`src/rtl/div_seq_if.sv`:
```
// Request/result bundle between the execute stage and the sequential divider.
// Handshake: the master pulses ctrl_DIV for one cycle with operands valid on that edge; the slave answers with a one-cycle data_resultRDY, and result/remainder/exception stay valid from that pulse until the next request.
interface div_seq_if #(
  parameter int WIDTH = 32
);
  logic             ctrl_DIV;
  logic [WIDTH-1:0] data_operandA;
  logic [WIDTH-1:0] data_operandB;
  logic [WIDTH-1:0] data_result;
  logic [WIDTH-1:0] data_remainder;
  logic             data_exception;
  logic             data_resultRDY;
  logic             busy;
  logic [1:0]       dbg_state;

  modport master (
    output ctrl_DIV, data_operandA, data_operandB,
    input  data_result, data_remainder, data_exception, data_resultRDY, busy, dbg_state
  );

  modport slave (
    input  ctrl_DIV, data_operandA, data_operandB,
    output data_result, data_remainder, data_exception, data_resultRDY, busy, dbg_state
  );
endinterface

```
`src/rtl/div_seq.sv`:
```
// Restoring shift-subtract signed divider: one quotient bit per cycle on magnitudes,
// sign correction in FIX, one-cycle ready pulse in DONE.
module div_seq #(
  parameter int WIDTH = 32
) (
  input  logic     clock,
  input  logic     reset,
  div_seq_if.slave bus
);
  localparam int CW = $clog2(WIDTH);

  typedef enum logic [1:0] {IDLE = 2'd0, RUN = 2'd1, FIX = 2'd2, DONE = 2'd3} state_t;

  state_t           state_q, state_d;
  logic [WIDTH:0]   rem_q, rem_d;
  logic [WIDTH-1:0] quo_q, quo_d;
  logic [WIDTH-1:0] div_q, div_d;
  logic [CW-1:0]    count_q, count_d;
  logic             neg_quo_q, neg_quo_d;
  logic             neg_rem_q, neg_rem_d;
  logic             dz_q, dz_d;
  logic [WIDTH-1:0] result_q, result_d;
  logic [WIDTH-1:0] remout_q, remout_d;
  logic             exc_q, exc_d;
  logic             rdy_q, rdy_d;
  logic             busy_q, busy_d;

  // 33-bit magnitudes keep |-2^WIDTH-1| representable
  logic [WIDTH:0]   a_ext, b_ext, a_mag, b_mag;
  logic [WIDTH:0]   shifted;
  logic [WIDTH+1:0] trial;

  assign a_ext   = {bus.data_operandA[WIDTH-1], bus.data_operandA};
  assign b_ext   = {bus.data_operandB[WIDTH-1], bus.data_operandB};
  assign a_mag   = bus.data_operandA[WIDTH-1] ? -a_ext : a_ext;
  assign b_mag   = bus.data_operandB[WIDTH-1] ? -b_ext : b_ext;
  assign shifted = {rem_q[WIDTH-1:0], quo_q[WIDTH-1]};
  assign trial   = {1'b0, shifted} - {2'b00, div_q};

  always_ff @(posedge clock) begin
    if (reset) state_q <= IDLE;
    else       state_q <= state_d;
  end

  // Divide-by-zero skips RUN and settles in FIX so its ready pulse lands one cycle after the request.
  always_comb begin
    state_d = state_q;
    if (bus.ctrl_DIV) begin
      state_d = (bus.data_operandB == '0) ? FIX : RUN;
    end else begin
      case (state_q)
        RUN:     if (count_q == CW'(WIDTH-1)) state_d = FIX;
        FIX:     state_d = DONE;
        DONE:    state_d = IDLE;
        default: state_d = IDLE;
      endcase
    end
  end

  always_comb begin
    rem_d     = rem_q;
    quo_d     = quo_q;
    div_d     = div_q;
    count_d   = count_q;
    neg_quo_d = neg_quo_q;
    neg_rem_d = neg_rem_q;
    dz_d      = dz_q;
    result_d  = result_q;
    remout_d  = remout_q;
    exc_d     = exc_q;
    rdy_d     = 1'b0;
    busy_d    = (state_d != IDLE);
    if (bus.ctrl_DIV) begin
      quo_d     = a_mag[WIDTH-1:0];
      div_d     = b_mag[WIDTH-1:0];
      rem_d     = '0;
      count_d   = '0;
      neg_rem_d = bus.data_operandA[WIDTH-1];
      neg_quo_d = bus.data_operandA[WIDTH-1] ^ bus.data_operandB[WIDTH-1];
      dz_d      = (bus.data_operandB == '0);
    end else begin
      case (state_q)
        RUN: begin
          if (!trial[WIDTH+1]) rem_d = trial[WIDTH:0];
          else                 rem_d = shifted;
          quo_d   = {quo_q[WIDTH-2:0], ~trial[WIDTH+1]};
          count_d = count_q + CW'(1);
        end
        FIX: begin
          rdy_d = 1'b1;
          if (dz_q) begin
            result_d = '0;
            remout_d = '0;
            exc_d    = 1'b1;
          end else begin
            result_d = neg_quo_q ? -quo_q : quo_q;
            remout_d = neg_rem_q ? -rem_q[WIDTH-1:0] : rem_q[WIDTH-1:0];
            exc_d    = 1'b0;
          end
        end
        default: ;
      endcase
    end
  end

  always_ff @(posedge clock) begin
    if (reset) begin
      rem_q     <= '0;
      quo_q     <= '0;
      div_q     <= '0;
      count_q   <= '0;
      neg_quo_q <= 1'b0;
      neg_rem_q <= 1'b0;
      dz_q      <= 1'b0;
      result_q  <= '0;
      remout_q  <= '0;
      exc_q     <= 1'b0;
      rdy_q     <= 1'b0;
      busy_q    <= 1'b0;
    end else begin
      rem_q     <= rem_d;
      quo_q     <= quo_d;
      div_q     <= div_d;
      count_q   <= count_d;
      neg_quo_q <= neg_quo_d;
      neg_rem_q <= neg_rem_d;
      dz_q      <= dz_d;
      result_q  <= result_d;
      remout_q  <= remout_d;
      exc_q     <= exc_d;
      rdy_q     <= rdy_d;
      busy_q    <= busy_d;
    end
  end

  assign bus.data_result    = result_q;
  assign bus.data_remainder = remout_q;
  assign bus.data_exception = exc_q;
  assign bus.data_resultRDY = rdy_q;
  assign bus.busy           = busy_q;
  assign bus.dbg_state      = state_q;
endmodule

```
`src/flat_wrapper.sv`:
```
// flat-port wrapper written by rule: the top's interface ports become plain ports
module div_seq_flat 
#(
  parameter int WIDTH = 32
)
  (clock, reset, bus_ctrl_DIV, bus_data_operandA, bus_data_operandB, bus_data_result, bus_data_remainder, bus_data_exception, bus_data_resultRDY, bus_busy, bus_dbg_state);
  div_seq_if #(.WIDTH(WIDTH)) bus_i ();
  input  logic clock;
  input  logic reset;
  input wire logic [$bits(bus_i.ctrl_DIV)-1:0] bus_ctrl_DIV;
  input wire logic [$bits(bus_i.data_operandA)-1:0] bus_data_operandA;
  input wire logic [$bits(bus_i.data_operandB)-1:0] bus_data_operandB;
  output wire logic [$bits(bus_i.data_result)-1:0] bus_data_result;
  output wire logic [$bits(bus_i.data_remainder)-1:0] bus_data_remainder;
  output wire logic [$bits(bus_i.data_exception)-1:0] bus_data_exception;
  output wire logic [$bits(bus_i.data_resultRDY)-1:0] bus_data_resultRDY;
  output wire logic [$bits(bus_i.busy)-1:0] bus_busy;
  output wire logic [$bits(bus_i.dbg_state)-1:0] bus_dbg_state;
  assign bus_i.ctrl_DIV = bus_ctrl_DIV;
  assign bus_i.data_operandA = bus_data_operandA;
  assign bus_i.data_operandB = bus_data_operandB;
  assign bus_data_result = bus_i.data_result;
  assign bus_data_remainder = bus_i.data_remainder;
  assign bus_data_exception = bus_i.data_exception;
  assign bus_data_resultRDY = bus_i.data_resultRDY;
  assign bus_busy = bus_i.busy;
  assign bus_dbg_state = bus_i.dbg_state;
  div_seq #(.WIDTH(WIDTH)) u_core (.clock(clock), .reset(reset), .bus(bus_i));
endmodule
```
`config.mk`:
```
export PLATFORM = sky130hd
export DESIGN_NAME = div_seq_flat
export DESIGN_NICKNAME = d
export VERILOG_FILES = /design/src/rtl/div_seq_if.sv /design/src/rtl/div_seq.sv /design/src/flat_wrapper.sv
export SDC_FILE = /design/constraint.sdc
export NUM_CORES = 1
export LEC_CHECK = 0
export ABC_AREA = 1
export ABC_CLOCK_PERIOD_IN_PS = 2600
export BUFFER_PORTS_ARGS = -buffer_cell sky130_fd_sc_hd__buf_2
export CAP_MARGIN = 20
export CELL_PAD_IN_SITES_DETAIL_PLACEMENT = 0
export CELL_PAD_IN_SITES_GLOBAL_PLACEMENT = 2
export CORE_UTILIZATION = 32
export DETAILED_ROUTE_END_ITERATION = 6
export PLACE_DENSITY_LB_ADDON = 0.1
export SYNTH_ARGS = -nofsm -noshare
export SYNTH_HDL_FRONTEND = slang
export SYNTH_SLANG_ARGS = --single-unit
```
`constraint.sdc`:
```
create_clock -name clock -period 2.6 [get_ports clock]
set_clock_uncertainty 0.05 [all_clocks]
set_input_delay 0.52 -clock clock [delete_from_list [all_inputs] [get_ports clock]]
set_output_delay 0.52 -clock clock [all_outputs]
set_load 0.01 [all_outputs]
```
After elaboration in Yosys (flattened, before gate mapping)
Index checks and enable logic that the tools add are counted.

storage, ports and cells
  output and inout bits = 69
  register bits = 173
  word-level logic and storage cells = 45
  input port bits = 67

operators by class
  add/sub/neg operators = 6
  mux-type cells = 15
  equality and inequality tests = 3
  reductions and logical operators = 5
  bitwise gates (word level) = 3

operators by type and width
  cell                                            count
  two-way mux 32 bit                              9
  negation 32 bit                                 4
  subtractor 33 x 32 -> 34 bit                    1
  logical NOT 32 bit                              1
  two-way mux 2 bit                               3
  adder 5 x 1 -> 5 bit (second input constant)    1
  == test 5 bit (second input constant)           1
  one-hot mux 2 bit (2 select lines)              1
  nonzero test 2 bit                              2
  == test 2 x 1 -> 1 bit (second input constant)  1
  == test 2 bit (second input constant)           1
  two-way mux 1 bit                               2
  NOT 1 bit                                       2
  AND reduction 2 bit                             1
  OR reduction 2 bit                              1
  bitwise XOR 1 bit                               1

Longest topological paths before layout
  word-level depth = 5
  depth in mapped cells = 17
  mapped depth without buffers = 16

Least setup slack after synthesis
OpenSTA, ideal clock, no wires.

  kind = reg2reg
  start = reg u_core.quo_q[31]
  end = reg u_core.rem_q[28]
  stages on the path, launching flop included = 16
  library setup time = 136 ps
  period minus slack after synthesis = 2028 ps
  arrival = 1842 ps
  path slack = 572 ps
  buffers on the path = 0
  data required time = 2414 ps
  path through = dfxtp_1 -> inv_1 -> ha_1 -> fa_1 -> inv_1 -> nand3_1 -> nand2_1 -> nand2_1 -> nand2_1 -> nand2_1 -> nand2_1 -> nand2_1 -> nand3_1 -> nand3_1 -> nand2_1 -> a21oi_2

on the way
  cells in the longest elaborated chain, start to end = 2

RTL lines
  element                       line            text
  from (decl)                   div_seq.sv:16   logic [WIDTH-1:0] quo_q, quo_d;
  from (signal assigned)        div_seq.sv:122  quo_q <= quo_d;
  subtractor 33 x 32 -> 34 bit  div_seq.sv:38   assign trial = {1'b0, shifted} - {2'b00, div_q};
  two-way mux 32 bit            div_seq.sv:84   if (!trial[WIDTH+1]) rem_d = trial[WIDTH:0];
  to (signal assigned)          div_seq.sv:121  rem_q <= rem_d;
  to (decl)                     div_seq.sv:15   logic [WIDTH:0] rem_q, rem_d;

No other way between the ends.
A chain may end at the register's enable or synchronous reset.

Final worst setup path
  start = reg u_core.rem_q[4]
  end = reg u_core.rem_q[27]

on the way
  cells in the longest elaborated chain, start to end = 2

RTL lines
  element                       line
  subtractor 33 x 32 -> 34 bit  div_seq.sv:38
  two-way mux 32 bit            div_seq.sv:84

No other way between the ends.

==> results_tabular.tex <==
\begin{tabular}{lr}
\hline
Metric & Value \\
\hline
\multicolumn{2}{l}{\textbf{Timing}} \\
\quad Hold Vio Cnt, Final & 0 \\
\quad Remaining max-slew budget at the tightest pin & between 40 and 50\% \\
\quad Max-slew violation count & 0 \\
\quad Worst Tran Pin Value & about 820 ps \\
\quad Final setup violation count & 0 \\
\quad Share of the clock period used by the worst path after layout & between 90\% and 100\% \\
\quad Setup Total Neg Slack & 0 ps \\
\quad Unrepaired setup endpoints after global routing & false \\
\quad Maximum clock rate & just over 400 MHz \\
\quad Period minus WS final & 2420 ps \\
\multicolumn{2}{l}{\textbf{Logic synthesis}} \\
\quad Yosys warning total & 0 \\
\quad Syn\_area\_per\_cell & roughly 6 sq um \\
\quad Number of cells produced by synthesis & approximately 2100 \\
\quad Count of flip-flops with a built-in enable after synthesis & 0 \\
\quad Main area contributors after synthesis & sky130\_fd\_sc\_hd\_\_dfxtp\_1 (27\%), sky130\_fd\_sc\_hd\_\_nand2\_1 (20\%), sky130\_fd\_sc\_hd\_\_nand3\_1 (8.3\%) \\
\quad Fraction of post-synthesis cell area in the top cell type by area & approximately 27\% \\
\quad Flip-flop cell with the highest count after synthesis & sky130\_fd\_sc\_hd\_\_dfxtp\_1 \\
\quad Flops \& latches, synth & approximately 170 \\
\quad Cell area after synthesis & 12700 sq um \\
\quad Synthesized Nets & between 2000 and 2500 \\
\quad Proportion of register bits with asynchronous set or reset after synthesis & 0\% \\
\quad Share of the yosys chip area belonging to registers & between 20 and 30\% \\
\quad Count of distinct cell types in the synthesized netlist & 46 \\
\quad Post-synthesis cell type with the largest combined area & sky130\_fd\_sc\_hd\_\_dfxtp\_1 \\
\multicolumn{2}{l}{\textbf{Routing}} \\
\quad ANT nets after route & 0 \\
\quad Avg WL per Cell & between 15 and 20 microns \\
\quad Detailed-router iteration count before antenna repair & 6 \\
\quad Number of vias after detailed routing & 13500 \\
\quad Remaining routing DRC violations & 0 \\
\quad Wire length reported by the detailed router & roughly 46 mm \\
\quad First DRT Iteration DRCs & just under 1000 \\
\quad Avg Vias per Cell & between 4 and 5 \\
\multicolumn{2}{l}{\textbf{Worst setup path}} \\
\quad WP data arrival & about 2700 ps \\
\quad Crit Path Class & reg2reg \\
\quad Startpoint type of the worst setup path & register \\
\quad CP max FO & 6 \\
\quad Required time worst endpoint & slightly below 3000 ps \\
\quad Endpoint class of the critical path & register \\
\multicolumn{2}{l}{\textbf{GRT}} \\
\quad Wire length of the first global-routing pass & a little over 70 mm \\
\quad Pin count of the biggest net entering global routing & between 90 and 100 \\
\quad Number of global-route vias before repair & 12500 \\
\quad Total congestion overflow after global routing & 0 \\
\quad Antenna violations before repair & 0 \\
\quad GRT Total Usage & between 20 and 25\% \\
\multicolumn{2}{l}{\textbf{Pwr}} \\
\quad Worst vdd rail ir drop & roughly 0.00038 V \\
\quad Lkg Pwr & 6.97 nW \\
\quad Power Density & $\sim$470 nW/um\^{}2 \\
\multicolumn{2}{l}{\textbf{Layout}} \\
\quad Final instance area & 14600 sq um \\
\quad Final net count & roughly 2400 \\
\quad Synthesis-to-layout area growth & 15.6\% \\
\quad \# diodes & 0 \\
\quad Fraction of layout cells with a size suffix above 1 & 12.1\% \\
\quad Final core area utilization & 37.7\% \\
\quad Highest-count cells in the layout ignoring fill and taps & sky130\_fd\_sc\_hd\_\_nand2\_1 (661), sky130\_fd\_sc\_hd\_\_inv\_1 (272), sky130\_fd\_sc\_hd\_\_nand3\_1 (210) \\
\quad Most common library cell in the layout ignoring fill and taps & sky130\_fd\_sc\_hd\_\_nand2\_1 \\
\multicolumn{2}{l}{\textbf{Die}} \\
\quad Std cell rows & 72 \\
\quad Starting density of the core & roughly 33\% \\
\quad Die height & roughly 200 microns \\
\quad Overall die width & between 200 and 250 microns \\
\quad Core box area & approximately 39000 sq um \\
\quad Area of the die & between 40000 and 50000 sq um \\
\quad Number of top-level design ports & roughly 140 \\
\multicolumn{2}{l}{\textbf{Placed design}} \\
\quad Input/output buffers & 135 \\
\quad Post-placement cell area & about 14000 sq um \\
\quad Post-DP HPWL & 36.2 mm \\
\quad Placer's final routability congestion estimate & between 0.8 and 0.9 \\
\multicolumn{2}{l}{\textbf{Clock network}} \\
\quad Number of CTS-inserted buffers & 17 \\
\quad Source-to-sink clock delay at the later pin of the worst-skew pair & between 400 and 500 ps \\
\quad Clock tree from TritonCTS & yes \\
\quad Root buffer cell & sky130\_fd\_sc\_hd\_\_clkbuf\_16 \\
\quad Buffers inserted by post-CTS timing repair & 0 \\
\quad Post-cts hold buffer count & 0 \\
\quad Reg clk slew, reported paths & $\sim$70 ps \\
\quad Clock sink count & between 150 and 200 \\
\quad Max clock buf depth & 2 \\
\quad H-tree depth & 4 \\
\quad Gates resized, CTS repair & 0 \\
\multicolumn{2}{l}{\textbf{Min path}} \\
\quad Class of the most critical hold timing path & in2reg \\
\multicolumn{2}{l}{\textbf{Status}} \\
\quad Run status & finished clean \\
\multicolumn{2}{l}{\textbf{Job}} \\
\quad Number of maximum-capacitance violations & 0 \\
\hline
\end{tabular}
[final cells by class]
type,count,area (sq um)
fill,4415,24200
multi-input combinational,1592,7790
sequential,173,3470
inverter,286,1070
timing repair buffer,174,1040
tap,518,648
clock buffer,20,457
clock inverter,11,156
[worst paths after layout]
| path | from | to | slack, ps | cells past startpoint |
|---|---|---|---|---|
| worst max-delay path | u_core.rem_q[4] | u_core.rem_q[27] | 180 | 12 |
| worst min-delay path | reset | u_core.dz_q | 270 | 2 |
| worst max register to register | u_core.rem_q[4] | u_core.rem_q[27] | 180 | 12 |
| worst min register to register | u_core.div_q[20] | u_core.div_q[20] | 400 | 2 |
[routing by layer]
metal  global-route usage (%)  up-vias  routed length, microns  share of wire (%)
li1                         -     7073                       -                  -
met1                     37.0     6118                   25600                 56
met2                     30.5      310                   17500                 38
met3                     2.91       31                    2210                4.8
met4                     6.05        0                     633                1.4
met5                        0        -                       0                  0
[synthesized netlist by cell type (2+ instances only)]
cell type,count
sky130_fd_sc_hd__a221oi_1,2
sky130_fd_sc_hd__nor2_1,167
sky130_fd_sc_hd__nand2_2,6
sky130_fd_sc_hd__xnor2_1,19
sky130_fd_sc_hd__ha_1,40
sky130_fd_sc_hd__and2_1,3
sky130_fd_sc_hd__or2_2,5
sky130_fd_sc_hd__nand3b_1,12
sky130_fd_sc_hd__inv_2,10
sky130_fd_sc_hd__nand3_2,11
sky130_fd_sc_hd__nor3_1,21
sky130_fd_sc_hd__buf_2,9
sky130_fd_sc_hd__o21ai_1,3
sky130_fd_sc_hd__o21ai_2,2
sky130_fd_sc_hd__buf_6,4
sky130_fd_sc_hd__nor2_4,3
sky130_fd_sc_hd__o21ai_0,123
sky130_fd_sc_hd__buf_1,9
sky130_fd_sc_hd__xor2_1,31
sky130_fd_sc_hd__nor4_1,6
sky130_fd_sc_hd__nand4_1,27
sky130_fd_sc_hd__clkbuf_1,55
sky130_fd_sc_hd__nand3_1,210
sky130_fd_sc_hd__inv_1,273
sky130_fd_sc_hd__nand2_4,2
sky130_fd_sc_hd__o22ai_1,15
sky130_fd_sc_hd__clkinv_1,3
sky130_fd_sc_hd__nand2_1,661
sky130_fd_sc_hd__nor2_2,10
sky130_fd_sc_hd__buf_4,3
sky130_fd_sc_hd__a21oi_2,7
sky130_fd_sc_hd__dfxtp_1,173
sky130_fd_sc_hd__a21oi_1,180
sky130_fd_sc_hd__nor3_2,7
sky130_fd_sc_hd__a21o_1,5
sky130_fd_sc_hd__o21bai_1,4
[registers in the layout, summed over array words and instances, names as in the netlist]
signal                     cells
u_core.bus.data_exception      1
u_core.div_q                  32
u_core.bus.dbg_state           2
u_core.bus.data_resultRDY      1
u_core.neg_quo_q               1
u_core.quo_q                  32
u_core.bus.data_remainder     32
u_core.bus.busy                1
u_core.count_q                 5
u_core.rem_q                  32
u_core.neg_rem_q               1
u_core.dz_q                    1
u_core.bus.data_result        32
[logic make-up (layout without fill, tap and decap cells)]
group	after synthesis	count (layout)	share of synthesized area, %
adder cells (fa/ha/maj)	41	41	4.11
flip-flops	173	173	27.3
AND/OR/NAND/NOR	1153	1153	39.2
buffers and inverters	366	491	11.3
AO/OA/AOI/OAI	348	348	14.6
XOR/XNOR	50	50	3.46
[stage by stage]
stage	power [W]	setup WS, ps	hold slack [ps]	std cells
after floorplan	0.00374	572	376	2131
after global placement	0.00423	175	394	2742
after detailed placement	0.00422	161	399	2743
after CTS	0.00699	154	242	2774
after global routing	0.00726	15.4	258	2774
final	0.00692	180	267	2774
[worst max-delay path: stages, from the launching register on]
cell and delay (ps):
sky130_fd_sc_hd__dfxtp_1 410, sky130_fd_sc_hd__ha_1 400, sky130_fd_sc_hd__nand2_1 160, sky130_fd_sc_hd__nor2_1 210
sky130_fd_sc_hd__nand3_1 100, sky130_fd_sc_hd__nand2_1 180, sky130_fd_sc_hd__nand2_1 70, sky130_fd_sc_hd__nand2_1 130
sky130_fd_sc_hd__nand2_1 130, sky130_fd_sc_hd__nand3_1 180, sky130_fd_sc_hd__nand3_1 120, sky130_fd_sc_hd__nand2_1 100
sky130_fd_sc_hd__a21oi_2 50
[where the power goes]
| group | internal (W) | switching [W] | leakage [nW] | total [W] |
|---|---|---|---|---|
| Combinational | 0.000426 | 0.000954 | 5.27 | 0.00138 |
| Sequential | 0.00273 | 0.0000630 | 1.41 | 0.00279 |
| Clock | 0.00157 | 0.00118 | 0.295 | 0.00275 |
| Total | 0.00473 | 0.00219 | 6.97 | 0.00692 |
(Power assumes the default switching activity.)
